--- src/rtl/buzzer_pkg.sv ---
// Shared types and constants for the buzzer score player: FSM states,
// score-word field positions and the octave-4 period table.
package buzzer_pkg;

    typedef enum logic [2:0] {
        IDLE,
        FETCH,
        LATCH,
        PLAY,
        GAP,
        DONE
    } state_t;

    localparam int PERIOD_W = 20;

    localparam logic [15:0] END_MARKER = 16'hFFFF;

    localparam int PITCH_MSB = 15;
    localparam int PITCH_LSB = 12;
    localparam int OCT_MSB   = 11;
    localparam int OCT_LSB   = 10;
    localparam int LOUD_MSB  = 9;
    localparam int LOUD_LSB  = 8;
    localparam int DUR_MSB   = 7;
    localparam int DUR_LSB   = 0;

    // Octave-4 tone periods in 50 MHz clock cycles, C through B.
    localparam logic [PERIOD_W-1:0] BASE_PERIOD [1:12] = '{
        20'd191110, 20'd180388, 20'd170265, 20'd160705,
        20'd151685, 20'd143172, 20'd135139, 20'd127551,
        20'd120395, 20'd113636, 20'd107259, 20'd101238
    };

endpackage

--- src/rtl/note_period_lut.sv ---
// Pitch/octave to PWM period lookup; any pitch outside 1..12 is reported as a rest.
module note_period_lut
    import buzzer_pkg::*;
(
    input  logic [3:0]          pitch,
    input  logic [1:0]          octave,
    output logic [PERIOD_W-1:0] period,
    output logic                rest
);

    always_comb begin
        // NOTE: defaults first so every path assigns both outputs and no latch is inferred.
        period = '0;
        rest   = 1'b1;
        for (int i = 1; i <= 12; i++) begin
            if (pitch == 4'(i)) begin
                period = BASE_PERIOD[i] >> octave;
                rest   = 1'b0;
            end
        end
    end

endmodule

--- src/rtl/buzzer_note_sequencer.sv ---
// Score playback: fetches note words from a synchronous ROM and drives the
// buzzer PWM stage with period, loudness and enable for each note plus a gap.
module buzzer_note_sequencer
    import buzzer_pkg::*;
#(
    parameter int unsigned BEAT_CYCLES = 12_500_000,
    parameter int unsigned GAP_CYCLES  = 500_000,
    parameter int unsigned ADDR_W      = 8
) (
    input  logic                clk,
    input  logic                rst,
    input  logic                start,
    input  logic                stop,
    input  logic                pause,
    output logic                score_rd,
    output logic [ADDR_W-1:0]   score_addr,
    input  logic [15:0]         score_data,
    output logic                tune_en,
    output logic [PERIOD_W-1:0] pwm_param,
    output logic [1:0]          loudness,
    output logic                playing,
    output logic                done
);

    localparam int unsigned DUR_MAX = 255 * BEAT_CYCLES;
    localparam int unsigned CNT_MAX = (DUR_MAX > GAP_CYCLES) ? DUR_MAX : GAP_CYCLES;
    localparam int          CNT_W   = $clog2(CNT_MAX + 1);

    state_t              state;
    logic [ADDR_W-1:0]   addr;
    logic [CNT_W-1:0]    count;
    logic                note_on;

    logic [PERIOD_W-1:0] lut_period;
    logic                lut_rest;
    logic [7:0]          dur_raw;
    logic [7:0]          dur_units;
    logic                end_marker;

    note_period_lut u_lut (
        .pitch  (score_data[PITCH_MSB:PITCH_LSB]),
        .octave (score_data[OCT_MSB:OCT_LSB]),
        .period (lut_period),
        .rest   (lut_rest)
    );

    assign dur_raw    = score_data[DUR_MSB:DUR_LSB];
    assign dur_units  = (dur_raw == 8'd0) ? 8'd1 : dur_raw;
    assign end_marker = (score_data == END_MARKER);
    assign score_addr = addr;

    // Pause gates the enable combinationally so the tone stops in the same cycle.
    assign tune_en = note_on & ~pause;

    always_ff @(posedge clk or posedge rst) begin
        if (rst) begin
            state     <= IDLE;
            addr      <= '0;
            count     <= '0;
            note_on   <= 1'b0;
            score_rd  <= 1'b0;
            pwm_param <= '0;
            loudness  <= '0;
            playing   <= 1'b0;
            done      <= 1'b0;
        end else begin
            // NOTE: non-blocking assignments so every register samples pre-edge values.
            score_rd <= 1'b0;
            done     <= 1'b0;
            if (stop) begin
                state   <= IDLE;
                addr    <= '0;
                count   <= '0;
                note_on <= 1'b0;
                playing <= 1'b0;
            end else begin
                case (state)
                    IDLE: begin
                        if (start) begin
                            state    <= FETCH;
                            addr     <= '0;
                            score_rd <= 1'b1;
                            playing  <= 1'b1;
                        end
                    end
                    FETCH: state <= LATCH;
                    LATCH: begin
                        if (end_marker) begin
                            state   <= DONE;
                            playing <= 1'b0;
                            done    <= 1'b1;
                        end else begin
                            state    <= PLAY;
                            loudness <= score_data[LOUD_MSB:LOUD_LSB];
                            count    <= CNT_W'(dur_units) * CNT_W'(BEAT_CYCLES);
                            note_on  <= ~lut_rest;
                            if (!lut_rest) pwm_param <= lut_period;
                        end
                    end
                    PLAY: begin
                        if (!pause) begin
                            if (count == CNT_W'(1)) begin
                                state   <= GAP;
                                note_on <= 1'b0;
                                count   <= CNT_W'(GAP_CYCLES);
                            end else begin
                                count <= count - CNT_W'(1);
                            end
                        end
                    end
                    GAP: begin
                        if (!pause) begin
                            if (count == CNT_W'(1)) begin
                                count <= '0;
                                // The score never wraps: the last address ends playback.
                                if (addr == {ADDR_W{1'b1}}) begin
                                    state   <= DONE;
                                    playing <= 1'b0;
                                    done    <= 1'b1;
                                end else begin
                                    state    <= FETCH;
                                    addr     <= addr + ADDR_W'(1);
                                    score_rd <= 1'b1;
                                end
                            end else begin
                                count <= count - CNT_W'(1);
                            end
                        end
                    end
                    DONE: state <= IDLE;
                    default: state <= IDLE;
                endcase
            end
        end
    end

endmodule

--- config.mk ---
export PLATFORM = sky130hd
export DESIGN_NAME = buzzer_note_sequencer
export DESIGN_NICKNAME = d
export VERILOG_FILES = /design/src/rtl/buzzer_pkg.sv /design/src/rtl/note_period_lut.sv /design/src/rtl/buzzer_note_sequencer.sv
export SDC_FILE = /design/constraint.sdc
export NUM_CORES = 1
export LEC_CHECK = 0
export CORE_MARGIN = 2
export CORE_UTILIZATION = 60
export CTS_BUF_LIST = sky130_fd_sc_hd__clkbuf_4 sky130_fd_sc_hd__clkbuf_8
export CTS_CLUSTER_DIAMETER = 150
export CTS_CLUSTER_SIZE = 24
export DETAILED_ROUTE_END_ITERATION = 8
export GPL_TIMING_DRIVEN = 0
export PLACE_DENSITY = 0.77
export SLEW_MARGIN = 20
export SYNTH_ARGS = -nofsm -noshare
export SYNTH_HDL_FRONTEND = slang
export SYNTH_SLANG_ARGS = --single-unit
export TNS_END_PERCENT = 100
--- constraint.sdc ---
create_clock -name clk -period 4.3 [get_ports clk]
set_input_delay 1.29 -clock clk [delete_from_list [all_inputs] [get_ports clk]]
set_output_delay 1.29 -clock clk [all_outputs]
set_load 0.01 [all_outputs]
==> results of run 1 <==
power groups by stage:
stage	combinational [W]	clock [W]	sequential, W
after floorplan	0.00208	0	0.000907
after global placement	0.00274	0	0.000907
after detailed placement	0.00280	0	0.000909
after CTS	0.00330	0.000594	0.000898
after global routing	0.00460	0.000627	0.000928
final	0.00447	0.000606	0.000921
what timing repair did:
action | CTS | global route
pin swaps | 44 | 69
setup buffers | 63 | 19
resized for setup | 102 | 77
endpoints found under the setup margin | 33 | 47
metrics by stage:
step                hold slack [ns]  power, W  setup WS (ns)  TNS, ns
finish                        0.512   0.00600          -1.76   -19.86
global route                  0.528   0.00616          -2.01   -21.01
CTS                           0.499   0.00479          -1.39   -13.65
detailed placement            0.483   0.00371          -2.60   -45.74
global placement              0.477   0.00365          -2.57   -44.50
floorplan                     0.459   0.00298          -1.45   -13.53
sequential cells by signal, summed over array words and instances (netlist names):
signal and flops:
count 32, note_on 1, score_rd 1, pwm_param 18, done 1, playing 1
score_addr 8, state 3, loudness 2
cell type report:
| class | count | area [um^2] | share of cell area |
|---|---|---|---|
| sequential | 67 | 1680 | 0.169 |
| timing repair buffer | 124 | 1150 | 0.116 |
| inverter | 107 | 434 | 0.0437 |
| clock buffer | 10 | 131 | 0.0132 |
| multi-input combinational | 750 | 5940 | 0.598 |
| tap | 172 | 215 | 0.0217 |
| buffer | 62 | 294 | 0.0296 |
| clock inverter | 6 | 90.1 | 0.00907 |
layer usage:
metal	wire length, um	share of wire	vias to the layer above
met5	0	0	-
met1	10600	0.34	4145
met4	3400	0.11	0
met2	13800	0.43	871
li1	-	-	3738
met3	3920	0.12	323
worst max path at each step:
stage	slack (ns)	from	end
6_report	-1.76	score_data[6]	count[30]
5_1_grt	-2.01	score_data[6]	count[30]
4_1_cts	-1.39	score_data[7]	count[30]
3_5_place_dp	-2.60	score_data[6]	count[30]
3_3_place_gp	-2.57	score_data[6]	count[30]
2_1_floorplan	-1.45	score_data[5]	count[30]
cell usage after synthesis, types with 5 or more instances:
library cell	count
a211oi_1	9
a21o_1	7
a21oi_1	78
a221oi_1	7
a22o_1	7
a22oi_1	8
a31oi_1	14
a32oi_1	6
and2_1	5
and3_1	9
buf_1	6
clkbuf_1	49
dfrtp_1	67
fa_1	39
ha_1	58
inv_1	107
mux2_2	8
nand2_1	76
nand2b_1	24
nand3_1	20
nand4_1	6
nor2_1	86
nor2b_1	9
nor3_1	29
nor4_1	13
o211ai_1	13
o21a_1	5
o21ai_0	99
o221ai_1	9
o22ai_1	14
o31ai_1	9
or3_1	9
xnor2_1	9
xor2_1	19
cell families after synthesis:
group / share of synthesized area
buffers and inverters: 0.0866
other: 0.000494
XOR/XNOR: 0.0323
flip-flops: 0.221
multiplexers: 0.0145
adder cells (fa/ha/maj): 0.198
AO/OA/AOI/OAI: 0.250
AND/OR/NAND/NOR: 0.197
worst max-delay path, cell delays in order:
cell	delay [ns]
buf_12	0.11
clkinv_8	0.04
ha_4	0.13
nand4_1	0.23
buf_4	0.23
and2_1	0.19
mux2_4	0.32
fa_1	0.50
fa_1	0.56
inv_1	0.06
fa_1	0.50
inv_1	0.20
ha_4	0.24
a21o_1	0.22
a21oi_4	0.19
nor2_4	0.06
a221oi_4	0.30
a2111oi_4	0.14
o31ai_2	0.32
mux2_4	0.34
o2111ai_2	0.18
==> flow_summary.toml, run 1 <==
[timing]
period_share = 1.41
fin_ws_ns = -1.76
fmax_mhz = 165
finalSetupViolCount = 18
period_needed_ns = 6.06
worstMarginPinSlew_ns = 0.768
finClkSkew_ns = 0.00471
grt_setup_unrepaired = "true"
slew_headroom = 0.486
hold_viol_final = 0
finalMaxSlewViolations = 0

[place]
dpl_cell_area_mm2 = 0.00860
io_buffers = 50
gp_congestion = 1.03
dp_cells = 1210
dp_hpwl_um = 17500

[outcome]
status = "complete, but fails checks"
violations = "design-rule violations, negative setup slack"

[setup_path]
timing.rr.start = "count[13]"
critical_path_peak_fanout = 4
reg2reg_slack_ns = 0.91
crit_arrival_ns = 6.35
endpoint_kind = "flop"
r2r_end = "count[22]"
required_ns = 4.59
setup.worst_path.start_class = "input port"
r2r_cells = 10
worstSetupPathType = "in -> reg"

[cells_and_area]
area_delta_synth_final_pct = 30.8
fin_cells = 1298
nets = 1239
final_common_cell = "inv_1"
final_cell_area_mm2 = 0.00993
final_layout_size_suffix_gt1_frac = 0.213
final_cell_mix = "85 x inv_1, 83 x o21ai_0, 78 x nor2_1, 71 x nand2_1, 67 x dfrtp_1"
fillCellCount = 769
utilization = 0.797
diodes = 0

[global_route]
met3_usage = 0.0763
top_usage_layer = "met2"
gr-usage-all-layers = 0.396
grt_max_degree = 57
first_global_vias = 8140
grt_pass1_wl_um = 41600
antenna_found_initial = 0
grt_use_met1 = 0.487
use_met2 = 0.637
overflow = 0

[power_and_ir_drop]
switching_share = 0.496
pwr-share-seq = 0.153
pwr-share-comb = 0.746
p_sw_w = 0.00298
p_clk_frac = 0.101
p_int_w = 0.00302
power.density_mw_per_mm2 = 604
leakagePower_nw = 4.33
ir_drop_mv = 0.837

[logic_synthesis]
ys_ff_latch = 67
netlist_top_cells_area = "dfrtp_1 22%, fa_1 10%, ha_1 9.6%"
synthArstFlopShare = 1.00
synth.largest_area_cell = "dfrtp_1"
ys_warn_count = 0
synth_flop_cell = "dfrtp_1"
synth_cell_types = 67
synth_top_area_frac = 0.221
syn_inst = 986
syn_area_mm2 = 0.00760
syn_area_per_cell_um2 = 7.70
synth-edff-count = 0
synth_seq_area_share = 0.221

[floorplan]
start_util = 0.609
ios = 55
die_h_um = 117
die_area_mm2 = 0.0136
die_w_um = 117
rows = 41
core_mm2 = 0.0125

[clock_tree]
cts_tree = "built"
clk_latency_ns = 0.37
cts.path.max_buffers = 2
cts_made_buffers = 9
postCtsHoldBufs = 0
cts_root_buffer = "clkbuf_8"
clock-sinks = 67
clk_pin_slew_ns = 0.07
htree_levels = 3

[run]
max_cap_viol_count = 0

[route]
dr_total_vias = 9077
wl_um = 31700
first_pass_iters = 9
detail-route-antenna-nets = 0
wl_per_cell_um = 24.4
drc_errors = 3
vias_per_cell = 6.99
drt_iter0_drc = 1682

[min_path]
hold_path.class = "reg -> reg"
holdPathStages = 1
min_from = "pwm_param[3]"
hold-path-endpoint = "pwm_param[3]"
Power figures use the tool's default switching activity.
==> run 2: changes to the inputs <==
--- a/config.mk
+++ b/config.mk
@@ -5,14 +5,16 @@
 export SDC_FILE = /design/constraint.sdc
 export NUM_CORES = 1
 export LEC_CHECK = 0
+export CELL_PAD_IN_SITES_DETAIL_PLACEMENT = 0
+export CELL_PAD_IN_SITES_GLOBAL_PLACEMENT = 1
 export CORE_MARGIN = 2
-export CORE_UTILIZATION = 60
+export CORE_UTILIZATION = 50
 export CTS_BUF_LIST = sky130_fd_sc_hd__clkbuf_4 sky130_fd_sc_hd__clkbuf_8
 export CTS_CLUSTER_DIAMETER = 150
 export CTS_CLUSTER_SIZE = 24
 export DETAILED_ROUTE_END_ITERATION = 8
 export GPL_TIMING_DRIVEN = 0
-export PLACE_DENSITY = 0.77
+export PLACE_DENSITY = 0.86
 export SLEW_MARGIN = 20
 export SYNTH_ARGS = -nofsm -noshare
 export SYNTH_HDL_FRONTEND = slang
==> run 2 against run 1 <==
The flow finishes with violations (negative setup slack); routed wire length decreased by 18%; count of clock-buffer cells in the layout decreased by 1; hold slack got worse by 0.013 ns; combinational power decreased by 14%; final area decreased by 2.3%; clock skew increased by 0.0037 ns; final cell count increased by 0.23%; total power decreased by 14%; first-iteration DRC count decreased by 36%.
==> flow_summary.toml, run 2 (synthesized netlist as in run 1, its figures left out) <==
[place]
dp_hpwl_um = 18000
gp_congestion = 0.967
io_buffers = 50
dpl_cell_area_mm2 = 0.00862
dp_cells = 1226

[timing]
whs_ns = 0.499
slew_headroom = 0.492
fin_ws_ns = -1.34
fmax_mhz = 177
period_needed_ns = 5.64
worstMarginPinSlew_ns = 0.755
finClkSkew_ns = 0.00838
finalSetupViolCount = 17
period_share = 1.31
grt_setup_unrepaired = "true"
hold_viol_final = 0
setup_tns_ns = -14.35
finalMaxSlewViolations = 0

[clock_tree]
cts_root_buffer = "clkbuf_8"
htree_levels = 3
clock-sinks = 67
postCtsHoldBufs = 0
cts.path.max_buffers = 2
cts_tree = "built"
cts_made_buffers = 9
clk_latency_ns = 0.35
clk_pin_slew_ns = 0.07

[setup_path]
endpoint_kind = "flop"
critical_path.endpoint = "count[30]"
reg2reg_slack_ns = 1.18
crit_path_start = "score_data[6]"
critical_path_peak_fanout = 4
worstSetupPathType = "in -> reg"
r2r_cells = 10
timing.rr.start = "count[13]"
required_ns = 4.56
crit_arrival_ns = 5.90
r2r_end = "count[29]"
setup.worst_path.start_class = "input port"

[route]
wl_um = 25800
wl_met2_um = 11600
detail-route-antenna-nets = 0
top_layer_used = "met4"
vias_per_cell = 6.12
first_pass_iters = 5
dr_total_vias = 7962
drc_errors = 0
wl_met1_um = 11700
drt_iter0_drc = 1076
dr_wl_met3_um = 2020
wl_per_cell_um = 19.9

[cells_and_area]
final_cell_area_mm2 = 0.00971
area_delta_synth_final_pct = 27.8
fillCellCount = 1269
nets = 1226
fin_cells = 1301
final_cell_mix = "85 x inv_1, 83 x o21ai_0, 79 x nor2_1, 72 x nand2_1, 67 x dfrtp_1"
regMostFlops = "count"
final_layout_size_suffix_gt1_frac = 0.203
largest_reg_flops = 32
final_common_cell = "inv_1"
diodes = 0

[run]
max_cap_viol_count = 0

[global_route]
grt_max_degree = 50
antenna_found_initial = 0
overflow = 0
first_global_vias = 7453
grt_pass1_wl_um = 39600
gr-usage-all-layers = 0.305

[floorplan]
ios = 55
rows = 45
start_util = 0.505
die_h_um = 127
die_area_mm2 = 0.0162
core_mm2 = 0.0150
die_w_um = 127

[min_path]
hold_path.class = "reg -> reg"

[power_and_ir_drop]
ir_drop_mv = 0.310
power.density_mw_per_mm2 = 534
fin_total_pwr_w = 0.00519
leakagePower_nw = 4.22

[outcome]
status = "complete, but fails checks"
violations = "negative setup slack"
[run 2: changes by cell type in the layout (fill, tap and decap cells not counted), sizes merged]
cell      previous run  this run
buf                 94        82
bufinv               2         0
clkbuf              59        57
clkinv               5         3
clkinvlp             1         4
inv                105       107
[run 2: routing by layer]
| layer | global-route usage | up-vias |
|---|---|---|
| li1 | - | 3711 |
| met1 | 0.455 | 3788 |
| met2 | 0.458 | 400 |
| met3 | 0.0561 | 63 |
| met4 | 0.0776 | 0 |
| met5 | 0 | - |
[run 2: per-stage QoR]
| step | utilization | setup WS (ns) |
|---|---|---|
| floorplan | - | -1.45 |
| global placement | 0.571 | -2.61 |
| detailed placement | 0.573 | -2.64 |
| CTS | 0.620 | -1.38 |
| global route | 0.646 | -1.47 |
| finish | 0.646 | -1.34 |
[run 2: worst min-delay path by stage]
| stage | from | endpoint | cells after the start |
|---|---|---|---|
| after CTS | pwm_param[2] | pwm_param[2] | 1 |
| final | pwm_param[2] | pwm_param[2] | 1 |
| after global placement | pwm_param[2] | pwm_param[2] | 1 |
| after floorplan | count[14] | count[14] | 1 |
| after detailed placement | pwm_param[2] | pwm_param[2] | 1 |
| after global routing | count[14] | count[14] | 1 |
[run 2: power by group]
group / internal (W) / switching (W)
sequential: 0.000775 / 0.000126
clock: 0.000205 / 0.000251
combinational: 0.00182 / 0.00201
total: 0.00280 / 0.00239
[run 2: cell type report]
cell class,count,area [um^2],area share
tap,188,235,0.0242
buffer,62,299,0.0308
sequential,67,1680,0.173
clock buffer,9,124,0.0128
timing repair buffer,111,1050,0.108
clock inverter,7,45.0,0.00464
inverter,107,417,0.0429
multi-input combinational,750,5860,0.604
[run 2: what timing repair did]
action,in CTS,in global routing
gates resized for setup,103,61
buffers inserted,38,25
pin swaps,47,64
endpoints found under the setup margin,43,47
[run 2: critical path, cell delays in order]
cell and delay (ns):
buf_12 0.10, inv_6 0.05, ha_4 0.12, nand4_1 0.19, and2_4 0.23, buf_8 0.14
ha_4 0.28, inv_2 0.03, fa_1 0.49, inv_2 0.06, fa_1 0.53, inv_1 0.05
fa_1 0.51, inv_2 0.05, ha_4 0.23, a21o_1 0.17, a21oi_2 0.16, nor2_2 0.07
a221oi_4 0.26, a2111oi_4 0.13, o31ai_2 0.27, mux2_4 0.33, o2111ai_2 0.16
==> run 3: changes to the inputs <==
--- a/config.mk
+++ b/config.mk
@@ -7,6 +7,7 @@
 export LEC_CHECK = 0
 export CELL_PAD_IN_SITES_DETAIL_PLACEMENT = 0
 export CELL_PAD_IN_SITES_GLOBAL_PLACEMENT = 1
+export CORE_ASPECT_RATIO = 2
 export CORE_MARGIN = 2
 export CORE_UTILIZATION = 50
 export CTS_BUF_LIST = sky130_fd_sc_hd__clkbuf_4 sky130_fd_sc_hd__clkbuf_8
@@ -15,7 +16,7 @@
 export DETAILED_ROUTE_END_ITERATION = 8
 export GPL_TIMING_DRIVEN = 0
 export PLACE_DENSITY = 0.86
-export SLEW_MARGIN = 20
+export SLEW_MARGIN = 40
 export SYNTH_ARGS = -nofsm -noshare
 export SYNTH_HDL_FRONTEND = slang
 export SYNTH_SLANG_ARGS = --single-unit
==> run 3 against run 2 <==
The run still ends with negative setup slack left; final cell count increased by 1.2%; worst setup slack got worse by 0.23 ns; final area increased by 2.5%; core utilization increased by 2.6 points; count of clock-buffer cells in the layout unchanged; critical path type unchanged; largest power group unchanged; sequential share of layout area decreased by 0.43 points; hold slack improved by 0.0054 ns; global-route usage increased by 8.8 points; non-clock buffer count increased by 9; sequential cell count unchanged.
==> flow_summary.toml, run 3 (synthesized netlist as in run 1, its figures left out) <==
[floorplan]
ios = 55
die_h_um = 178
core_mm2 = 0.0148
start_util = 0.513
die_w_um = 91.2
rows = 63
die_area_mm2 = 0.0163

[power_and_ir_drop]
power.density_mw_per_mm2 = 576
switching_share = 0.485
leakagePower_nw = 4.31
p_int_w = 0.00295
pwr-share-comb = 0.741
p_sw_w = 0.00278
pwr-share-seq = 0.158
ir_drop_mv = 0.870
p_clk_frac = 0.101

[setup_path]
crit_family = "adder cells"
worstSetupPathType = "in -> reg"
critical_path_peak_fanout = 5
crit_arrival_ns = 6.13
setup.worst_path.start_class = "input port"
endpoint_kind = "flop"
required_ns = 4.56
cpMaxStageDelayCell = "fa_1"
r2r_end = "count[22]"
cpPeakStageDelay_ns = 0.56
r2r_cells = 10
crit_path_start = "score_data[3]"
timing.rr.start = "count[13]"
path_buf_inv = 9
cp_cell_sequence = "buf_8, inv_4, ha_4, nand4_1, nand2b_1, inv_1, fa_1, inv_1, fa_1, inv_2, fa_1, inv_2, ha_4, buf_4, buf_6, nand4_1, a21oi_2, a21oi_2, a21oi_2, buf_4, a211oi_2, nor3_2, xnor2_1, o211ai_1"
reg2reg_slack_ns = 1.13

[cells_and_area]
nets = 1235
fin_cells = 1317
diodes = 0
largest_reg_flops = 32
regMostFlops = "count"
area_delta_synth_final_pct = 31.0
regArea_mm2 = 0.00168
fillCellCount = 1266
multi_input_area_mm2 = 0.00599
final_layout_size_suffix_gt1_frac = 0.220
final_cell_mix = "83 x inv_1, 83 x o21ai_0, 78 x nor2_1, 70 x nand2_1"

[clock_tree]
clk_pin_slew_ns = 0.10
cts_root_buffer = "clkbuf_8"
clock-sinks = 67
postCtsHoldBufs = 0
htree_levels = 3
cts.path.max_buffers = 2
clk_latency_ns = 0.38
cts_made_buffers = 9
cts_tree = "built"

[outcome]
violations = "negative setup slack"
status = "complete, but fails checks"

[timing]
period_needed_ns = 5.87
finalSetupViolCount = 18
finalMaxSlewViolations = 0
whs_ns = 0.504
hold_viol_final = 0
fin_ws_ns = -1.57
fmax_mhz = 170
finClkSkew_ns = 0.0190
period_share = 1.37
grt_setup_unrepaired = "true"
worstMarginPinSlew_ns = 0.787
slew_headroom = 0.473

[min_path]
min_from = "count[14]"
holdPathStages = 1
hold_path.class = "reg -> reg"
hold-path-endpoint = "count[14]"

[route]
dr_wl_met3_um = 2110
wl_per_cell_um = 25.2
dr_total_vias = 8607
wl_met2_um = 17200
drc_errors = 0
wl_met1_um = 10400
wl_um = 33200
detail-route-antenna-nets = 0
first_pass_iters = 5
top_layer_used = "met4"
vias_per_cell = 6.54
drt_iter0_drc = 500

[place]
gp_congestion = 1.02
dp_cells = 1233
io_buffers = 50
dp_hpwl_um = 22500

[global_route]
grt_pass1_wl_um = 48400
antenna_found_initial = 0
gr-usage-all-layers = 0.393
grt_max_degree = 46
overflow = 0
first_global_vias = 8733

[run]
max_cap_viol_count = 0
-- run 3: cell count changes in the layout (fill, tap and decap cells not counted), sizes merged --
| cell | previous run | this run |
|---|---|---|
| clkinv | 3 | 4 |
| inv | 107 | 108 |
| buf | 82 | 90 |
| bufinv | 0 | 1 |
| clkinvlp | 4 | 1 |
| clkbuf | 57 | 58 |
-- run 3: routing by layer --
layer / up-vias / global-route usage
met3: 236 / 0.0587
met2: 514 / 0.705
met4: 0 / 0.368
met5: - / 0
li1: 3731 / -
met1: 4126 / 0.377
-- run 3: power by group through the flow --
stage / clock network (W) / registers (W) / logic, W
6_report: 0.000576 / 0.000907 / 0.00425
5_1_grt: 0.000600 / 0.000920 / 0.00449
4_1_cts: 0.000576 / 0.000898 / 0.00352
3_5_place_dp: 0 / 0.000911 / 0.00294
3_3_place_gp: 0 / 0.000908 / 0.00289
2_1_floorplan: 0 / 0.000907 / 0.00208
-- run 3: what timing repair did --
| item | CTS | global route |
|---|---|---|
| pin swaps | 44 | 75 |
| setup endpoints to repair | 44 | 46 |
| gates resized for setup | 106 | 82 |
| setup buffers | 55 | 23 |
-- run 3: cell type report --
type | count | share of cell area
multi-input cells | 750 | 0.602
repair buffers | 120 | 0.112
clock inverters | 7 | 0.00742
flip-flops and latches | 67 | 0.168
inverters | 107 | 0.0431
clock buffers | 9 | 0.0124
plain buffers | 62 | 0.0302
well taps | 195 | 0.0245
-- run 3: how the worst max path moves through the flow --
stage | endpoint | slack (ns) | cells past startpoint
final | count[31] | -1.57 | 24
after global routing | count[31] | -1.83 | 27
after CTS | count[30] | -1.44 | 24
after detailed placement | count[30] | -2.70 | 21
after global placement | count[30] | -2.67 | 24
after floorplan | count[30] | -1.45 | 23
-- run 3: metrics by stage --
step	setup TNS [ns]	setup WS, ns	util	cell area (um^2)	power (W)
detailed placement	-58.21	-2.70	0.582	8630	0.00385
global route	-19.97	-1.83	0.672	9950	0.00600
global placement	-58.87	-2.67	0.580	8590	0.00379
CTS	-14.52	-1.44	0.642	9510	0.00499
finish	-18.13	-1.57	0.672	9950	0.00573
floorplan	-13.53	-1.45	-	7850	0.00298
